**src/rtl/sw_led_ctrl_if.sv**
```systemverilog
// sw_led_ctrl_if: switch/LED panel bus between the I/O controller and the core.
// Signal semantics (no handshake on this bus): sw is raw and asynchronous,
// mode is synchronous to sys_clk, and every output is registered and valid
// on every cycle.
// The slave modport is the controller side; the master modport is the core side.
interface sw_led_ctrl_if #(
    parameter int N_CH = 8
) ();
    logic [0:N_CH-1] sw;
    logic [1:0]      mode;
    logic [0:N_CH-1] sw_db;
    logic [0:N_CH-1] sw_rise;
    logic [0:N_CH-1] sw_fall;
    logic [0:N_CH-1] led;

    modport master (
        output sw,
        output mode,
        input  sw_db,
        input  sw_rise,
        input  sw_fall,
        input  led
    );

    modport slave (
        input  sw,
        input  mode,
        output sw_db,
        output sw_rise,
        output sw_fall,
        output led
    );
endinterface

```
**src/rtl/sw_led_ctrl.sv**
```systemverilog
// sw_led_ctrl: per-channel switch synchroniser, debouncer and edge detector,
// plus a registered LED driver with DIRECT / TOGGLE / BLINK / HOLD modes.
// Optional feature macro: SW_LED_BLINK_EN. When it is defined, the blink prescaler
// and phase are built. When it is undefined, the BLINK mode behaves as DIRECT.
module sw_led_ctrl #(
    parameter int N_CH            = 8,
    parameter int DEBOUNCE_CYCLES = 450000,
    parameter int BLINK_DIV       = 225000000
) (
    input  logic         sys_clk,
    input  logic         reset_n,
    sw_led_ctrl_if.slave bus
);
    localparam int            CW      = $clog2(DEBOUNCE_CYCLES + 1);
    localparam logic [CW-1:0] CNT_MAX = CW'(DEBOUNCE_CYCLES - 1);

    localparam logic [1:0] MODE_DIRECT = 2'b00;
    localparam logic [1:0] MODE_TOGGLE = 2'b01;
    localparam logic [1:0] MODE_BLINK  = 2'b10;
    localparam logic [1:0] MODE_HOLD   = 2'b11;

    // Reject nonsensical parameter sets at elaboration
    if (N_CH < 1 || DEBOUNCE_CYCLES < 1 || BLINK_DIV < 1) begin : g_param_check
        $error("sw_led_ctrl: N_CH, DEBOUNCE_CYCLES and BLINK_DIV must all be >= 1");
    end

    logic [0:N_CH-1] sync1_q;
    logic [0:N_CH-1] sync2_q;
    logic [0:N_CH-1] db_q,   db_d;
    logic [0:N_CH-1] rise_q, rise_d;
    logic [0:N_CH-1] fall_q, fall_d;
    logic [0:N_CH-1] led_q,  led_d;
    logic [CW-1:0]   cnt_q [N_CH];
    logic [CW-1:0]   cnt_d [N_CH];
    logic            phase;

    // Two-flop synchroniser for the raw asynchronous switches
    always_ff @(posedge sys_clk or negedge reset_n) begin
        if (!reset_n) begin
            sync1_q <= '0;
            sync2_q <= '0;
        end else begin
            sync1_q <= bus.sw;
            sync2_q <= sync1_q;
        end
    end

    // Debounce: count consecutive mismatches, accept on the DEBOUNCE_CYCLES-th one
    always_comb begin
        db_d   = db_q;
        rise_d = '0;
        fall_d = '0;
        for (int i = 0; i < N_CH; i++) begin
            cnt_d[i] = '0;
            if (sync2_q[i] != db_q[i]) begin
                if (cnt_q[i] == CNT_MAX) begin
                    db_d[i]   = sync2_q[i];
                    rise_d[i] = sync2_q[i];
                    fall_d[i] = ~sync2_q[i];
                end else begin
                    cnt_d[i] = cnt_q[i] + 1'b1;
                end
            end
        end
    end

    // Debounce counters, accepted levels and one-cycle edge pulses
    always_ff @(posedge sys_clk or negedge reset_n) begin
        if (!reset_n) begin
            db_q   <= '0;
            rise_q <= '0;
            fall_q <= '0;
            for (int i = 0; i < N_CH; i++) begin
                cnt_q[i] <= '0;
            end
        end else begin
            db_q   <= db_d;
            rise_q <= rise_d;
            fall_q <= fall_d;
            for (int i = 0; i < N_CH; i++) begin
                cnt_q[i] <= cnt_d[i];
            end
        end
    end

`ifdef SW_LED_BLINK_EN
    localparam int            BW        = $clog2(BLINK_DIV + 1);
    localparam logic [BW-1:0] BLINK_MAX = BW'(BLINK_DIV - 1);

    logic [BW-1:0] blink_cnt_q, blink_cnt_d;
    logic          phase_q,     phase_d;

    // Free-running prescaler; phase flips on every wrap, in every mode
    always_comb begin
        blink_cnt_d = blink_cnt_q + 1'b1;
        phase_d     = phase_q;
        if (blink_cnt_q == BLINK_MAX) begin
            blink_cnt_d = '0;
            phase_d     = ~phase_q;
        end
    end

    // Prescaler and phase registers
    always_ff @(posedge sys_clk or negedge reset_n) begin
        if (!reset_n) begin
            blink_cnt_q <= '0;
            phase_q     <= 1'b0;
        end else begin
            blink_cnt_q <= blink_cnt_d;
            phase_q     <= phase_d;
        end
    end

    assign phase = phase_q;
`else
    // Without the prescaler the blink mask is all ones, so BLINK equals DIRECT
    assign phase = 1'b1;
`endif

    // LED next value from the registered debounce outputs and the current mode
    always_comb begin
        led_d = led_q;
        case (bus.mode)
            MODE_DIRECT: led_d = db_q;
            MODE_TOGGLE: led_d = led_q ^ rise_q;
            MODE_BLINK:  led_d = db_q & {N_CH{phase}};
            MODE_HOLD:   led_d = led_q;
            default:     led_d = led_q;
        endcase
    end

    // LED drive register
    always_ff @(posedge sys_clk or negedge reset_n) begin
        if (!reset_n) begin
            led_q <= '0;
        end else begin
            led_q <= led_d;
        end
    end

    assign bus.sw_db   = db_q;
    assign bus.sw_rise = rise_q;
    assign bus.sw_fall = fall_q;
    assign bus.led     = led_q;
endmodule

```
**src/flat_wrapper.sv**
```systemverilog
// flat-port wrapper written by rule: the top's interface ports become plain ports
module sw_led_ctrl_flat 
#(
    parameter int N_CH            = 8,
    parameter int DEBOUNCE_CYCLES = 450000,
    parameter int BLINK_DIV       = 225000000
)
  (sys_clk, reset_n, bus_sw, bus_mode, bus_sw_db, bus_sw_rise, bus_sw_fall, bus_led);
  sw_led_ctrl_if #(.N_CH(N_CH)) bus_i ();
  input  logic sys_clk;
  input  logic reset_n;
  input wire logic [$bits(bus_i.sw)-1:0] bus_sw;
  input wire logic [$bits(bus_i.mode)-1:0] bus_mode;
  output wire logic [$bits(bus_i.sw_db)-1:0] bus_sw_db;
  output wire logic [$bits(bus_i.sw_rise)-1:0] bus_sw_rise;
  output wire logic [$bits(bus_i.sw_fall)-1:0] bus_sw_fall;
  output wire logic [$bits(bus_i.led)-1:0] bus_led;
  assign bus_i.sw = bus_sw;
  assign bus_i.mode = bus_mode;
  assign bus_sw_db = bus_i.sw_db;
  assign bus_sw_rise = bus_i.sw_rise;
  assign bus_sw_fall = bus_i.sw_fall;
  assign bus_led = bus_i.led;
  sw_led_ctrl #(.N_CH(N_CH), .DEBOUNCE_CYCLES(DEBOUNCE_CYCLES), .BLINK_DIV(BLINK_DIV)) u_core (.sys_clk(sys_clk), .reset_n(reset_n), .bus(bus_i));
endmodule
```
**config.mk**
```make
export PLATFORM = sky130hd
export DESIGN_NAME = sw_led_ctrl_flat
export DESIGN_NICKNAME = d
export VERILOG_FILES = /design/src/rtl/sw_led_ctrl_if.sv /design/src/rtl/sw_led_ctrl.sv /design/src/flat_wrapper.sv
export SDC_FILE = /design/constraint.sdc
export NUM_CORES = 1
export LEC_CHECK = 0
export BUFFER_PORTS_ARGS = -buffer_cell sky130_fd_sc_hd__buf_2
export CAP_MARGIN = 10
export CORE_ASPECT_RATIO = 1.1
export CORE_MARGIN = 2
export CORE_UTILIZATION = 35
export DETAILED_ROUTE_END_ITERATION = 10
export PLACE_DENSITY = 0.5
export RECOVER_POWER = 50
export SLEW_MARGIN = 5
export SYNTH_ARGS = -nofsm -noshare
export SYNTH_HDL_FRONTEND = slang
export SYNTH_SLANG_ARGS = --single-unit
```
**constraint.sdc**
```tcl
create_clock -name sys_clk -period 2.7 [get_ports sys_clk]
set_input_delay 0.405 -clock sys_clk [delete_from_list [all_inputs] [get_ports sys_clk]]
set_output_delay 0.405 -clock sys_clk [all_outputs]
set_load 0.005 [all_outputs]
```
==> key figures <==
Worst setup path
  • FF-to-FF setup slack: 0.56 ns
  • Worst Setup Start Kind: flip-flop
  • Req. time, crit path: approximately 3 ns
  • Crit-path max FO: 9
  • Crit end category: flip-flop
  • Critical Path AT: roughly 2.5 ns
  • Worst R2R Path Depth: 6
  • Crit Path Category: reg2reg

Synth
  • Cell variety after synth: 56
  • Post-synthesis sequential area ratio: between 50% and 60%
  • Number of synthesized flops with an enable pin: 0
  • YS warnings: 0
  • Synth area leader: dfrtp_1
  • Post-Syn Area: between 9000 and 10000 sq um
  • Synth area leaders: dfrtp_1, xnor2_1, nor2_1, xor2_1, nand4_1
  • Main flop type after synthesis: dfrtp_1
  • Post-Synthesis Mean Instance Area: between 10 and 15 sq um
  • Most common cell in the synthesized netlist: dfrtp_1
  • Gate Count Post-Synth: ~910
  • Flops & latches, synth: 200
  • Syn_nets: about 930
  • Synth top area share: 53.4%
  • Async set or reset register ratio after synthesis: 100%
  • Top cells by count, synth: dfrtp_1, nor2_1, xnor2_1

Drt
  • Vias per inst: 4.98
  • Drt drc: 0
  • Drt pass-1 iters: 4
  • Initial DRC count: about 470
  • Final Routed Wirelength: 18700 um
  • Wire length per cell: around 14 um
  • Vias: around 6700
  • ANT nets after route: 0

Global route
  • First-pass GRT wire length: ~33000 um
  • Vias in the first global route: between 6000 and 7000
  • Gr usage total: ~14%
  • GRT overflow: 0
  • Largest net degree at the start of global routing: 70
  • Initial antenna violation count: 0

STA
  • Max Clk Rate: around 470 MHz
  • Worst Max-Slew Pin Slew: 1.85 ns
  • Worst slew margin: -23.2%
  • RSZ-0062 raised after global routing: no
  • Clk_skew: between 0.01 and 0.015 ns
  • Final hold slack: 0.0747 ns
  • Slew Limit Fails: 67
  • Post-route setup TNS: 0 ns
  • Minimum clock period: 2.14 ns
  • Final period utilization: between 70% and 80%
  • Final setup violation count: 0
  • Final hold violations: 0

Flow run
  • Max-Cap Viols: 1

Die
  • Io pins: 44
  • Die W: ~160 um
  • Std-Cell Core Area: approximately 26000 sq um
  • Full die area: around 28000 sq um
  • Core Rows: a little over 60
  • Starting density of the core: 35.7%
  • Die H: between 150 and 200 um

Clock tree
  • Max Buffers Root-to-Sink: 2
  • CTS tree: yes
  • Root buffer cell: clkbuf_16
  • Clock transition at path regs: 0.08 ns
  • Sink Count: 200
  • Clk Latency, worst-skew pair: between 0.4 and 0.5 ns
  • H-Tree Depth: 4
  • TritonCTS Buffers: 17

Cells and area
  • Share of layout cells above drive strength 1: 12.1%
  • P&R area growth vs syn: 13.6%
  • N_diodes: 0
  • Final #Nets: between 900 and 1000

Placement
  • Gpl congestion: between 0.7 and 0.8
  • Post-detail-place hpwl: approximately 13000 um
  • Input/output buffers: 43

Pwr
  • P_leak: roughly 4.3 nW
  • Max VDD drop: between 0.2 and 0.3 mV
  • Power per cell area: roughly 530 nW/um^2

Min path
  • Hold path depth: 1
  • Type of the worst min-delay path: in2reg

Run status
  • Status: finished, violations left
  • Failing checks: max-capacitance violations, max-slew violations
worst paths after layout:
path                                   start           endpoint
hold reg to reg            u_core.sync1_q[7]  u_core.sync2_q[7]
max in group asynchronous            reset_n  u_core.cnt_q[141]
hold / removal                     bus_sw[4]  u_core.sync1_q[3]
min in group asynchronous            reset_n   u_core.cnt_q[36]
setup reg to reg           u_core.cnt_q[133]  u_core.cnt_q[146]
setup / recovery           u_core.cnt_q[133]  u_core.cnt_q[146]
sequential cells by signal, indices dropped and copies added, names as in the netlist:
| register | cells |
|---|---|
| u_core.bus.sw_fall | 8 |
| u_core.sync1_q | 8 |
| u_core.bus.sw_rise | 8 |
| u_core.bus.sw_db | 8 |
| u_core.bus.led | 8 |
| u_core.cnt_q | 152 |
| u_core.sync2_q | 8 |
power breakdown:
group | internal [mW] | switching (mW) | total [mW]
sequential | 3.04 | 0.0491 | 3.09
clock | 1.21 | 1.18 | 2.39
combinational | 0.0734 | 0.136 | 0.209
total | 4.32 | 1.37 | 5.69
cell type report:
| class | count | area (sq um) |
|---|---|---|
| clock buffers | 18 | 429 |
| fillers | 2610 | 15600 |
| well taps | 352 | 440 |
| clock inverters | 14 | 118 |
| inverters | 27 | 101 |
| multi-input cells | 665 | 4170 |
| flip-flops and latches | 200 | 5000 |
| repair buffers | 61 | 390 |
repair_timing:
action	CTS	global route
hold buffers	1	0
setup buffers	0	0
resized for setup	0	0
endpoints found under the hold margin	66	0
worst max-delay path: stages, from the launching register on:
cell and delay (ns):
dfrtp_1 0.41, ha_1 0.22, nand3_2 0.20, or4_1 0.60, o21ai_2 0.33, buf_4 0.23, nor2_1 0.06
metrics by stage:
step                      power, mW  area [sq um]  cells  util, %  setup WS (ns)
after global routing           5.98         10700   1337     40.6          0.188
after floorplan                3.23          9370    913        -          0.827
after detailed placement       3.37         10100   1304     38.5          0.561
after CTS                      5.81         10700   1337     40.7          0.558
final                          5.69         10700   1337     40.6          0.556
after global placement         3.37         10100   1304     38.5          0.634
per-layer routing:
metal | vias up | GRT usage, % | share of wire [%]
met3 | 9 | 3.09 | 3.5
met1 | 3224 | 19.7 | 49
met5 | - | 0 | 0
li1 | 3352 | - | -
met4 | 0 | 3.53 | 0.93
met2 | 79 | 22.5 | 46
cell families after synthesis:
logic type	synth area share [%]
compound gates	4.25
xor+xnor	11.8
fa+ha+maj	1.07
buf+inv	2.14
flops	53.4
mux	1.11
simple gates	26.3
placed cells by master, fill, tap and decap left out, drive strengths merged, types with 2 or more instances in the layout:
cell type and n:
clkbuf 19, a211oi 2, nor2b 8, buf 59
nand4b 2, or2 2, o221ai 3, nand2 33
nor4b 5, nand3 55, nor2 149, o21ai 15
nand4 48, o31ai 6, inv 32, a31o 3
clkinvlp 4, or3 18, clkinv 5, mux2 8
or4 11, and4 12, xor2 36, ha 8
xnor2 90, nor4bb 3, or3b 2, nor3b 18
dfrtp 200, and2 4, or4b 2, and3 19
o41ai 3, nor3 23, a21oi 30, nor4 39
Note: power is estimated with default switching activity, not from simulation.
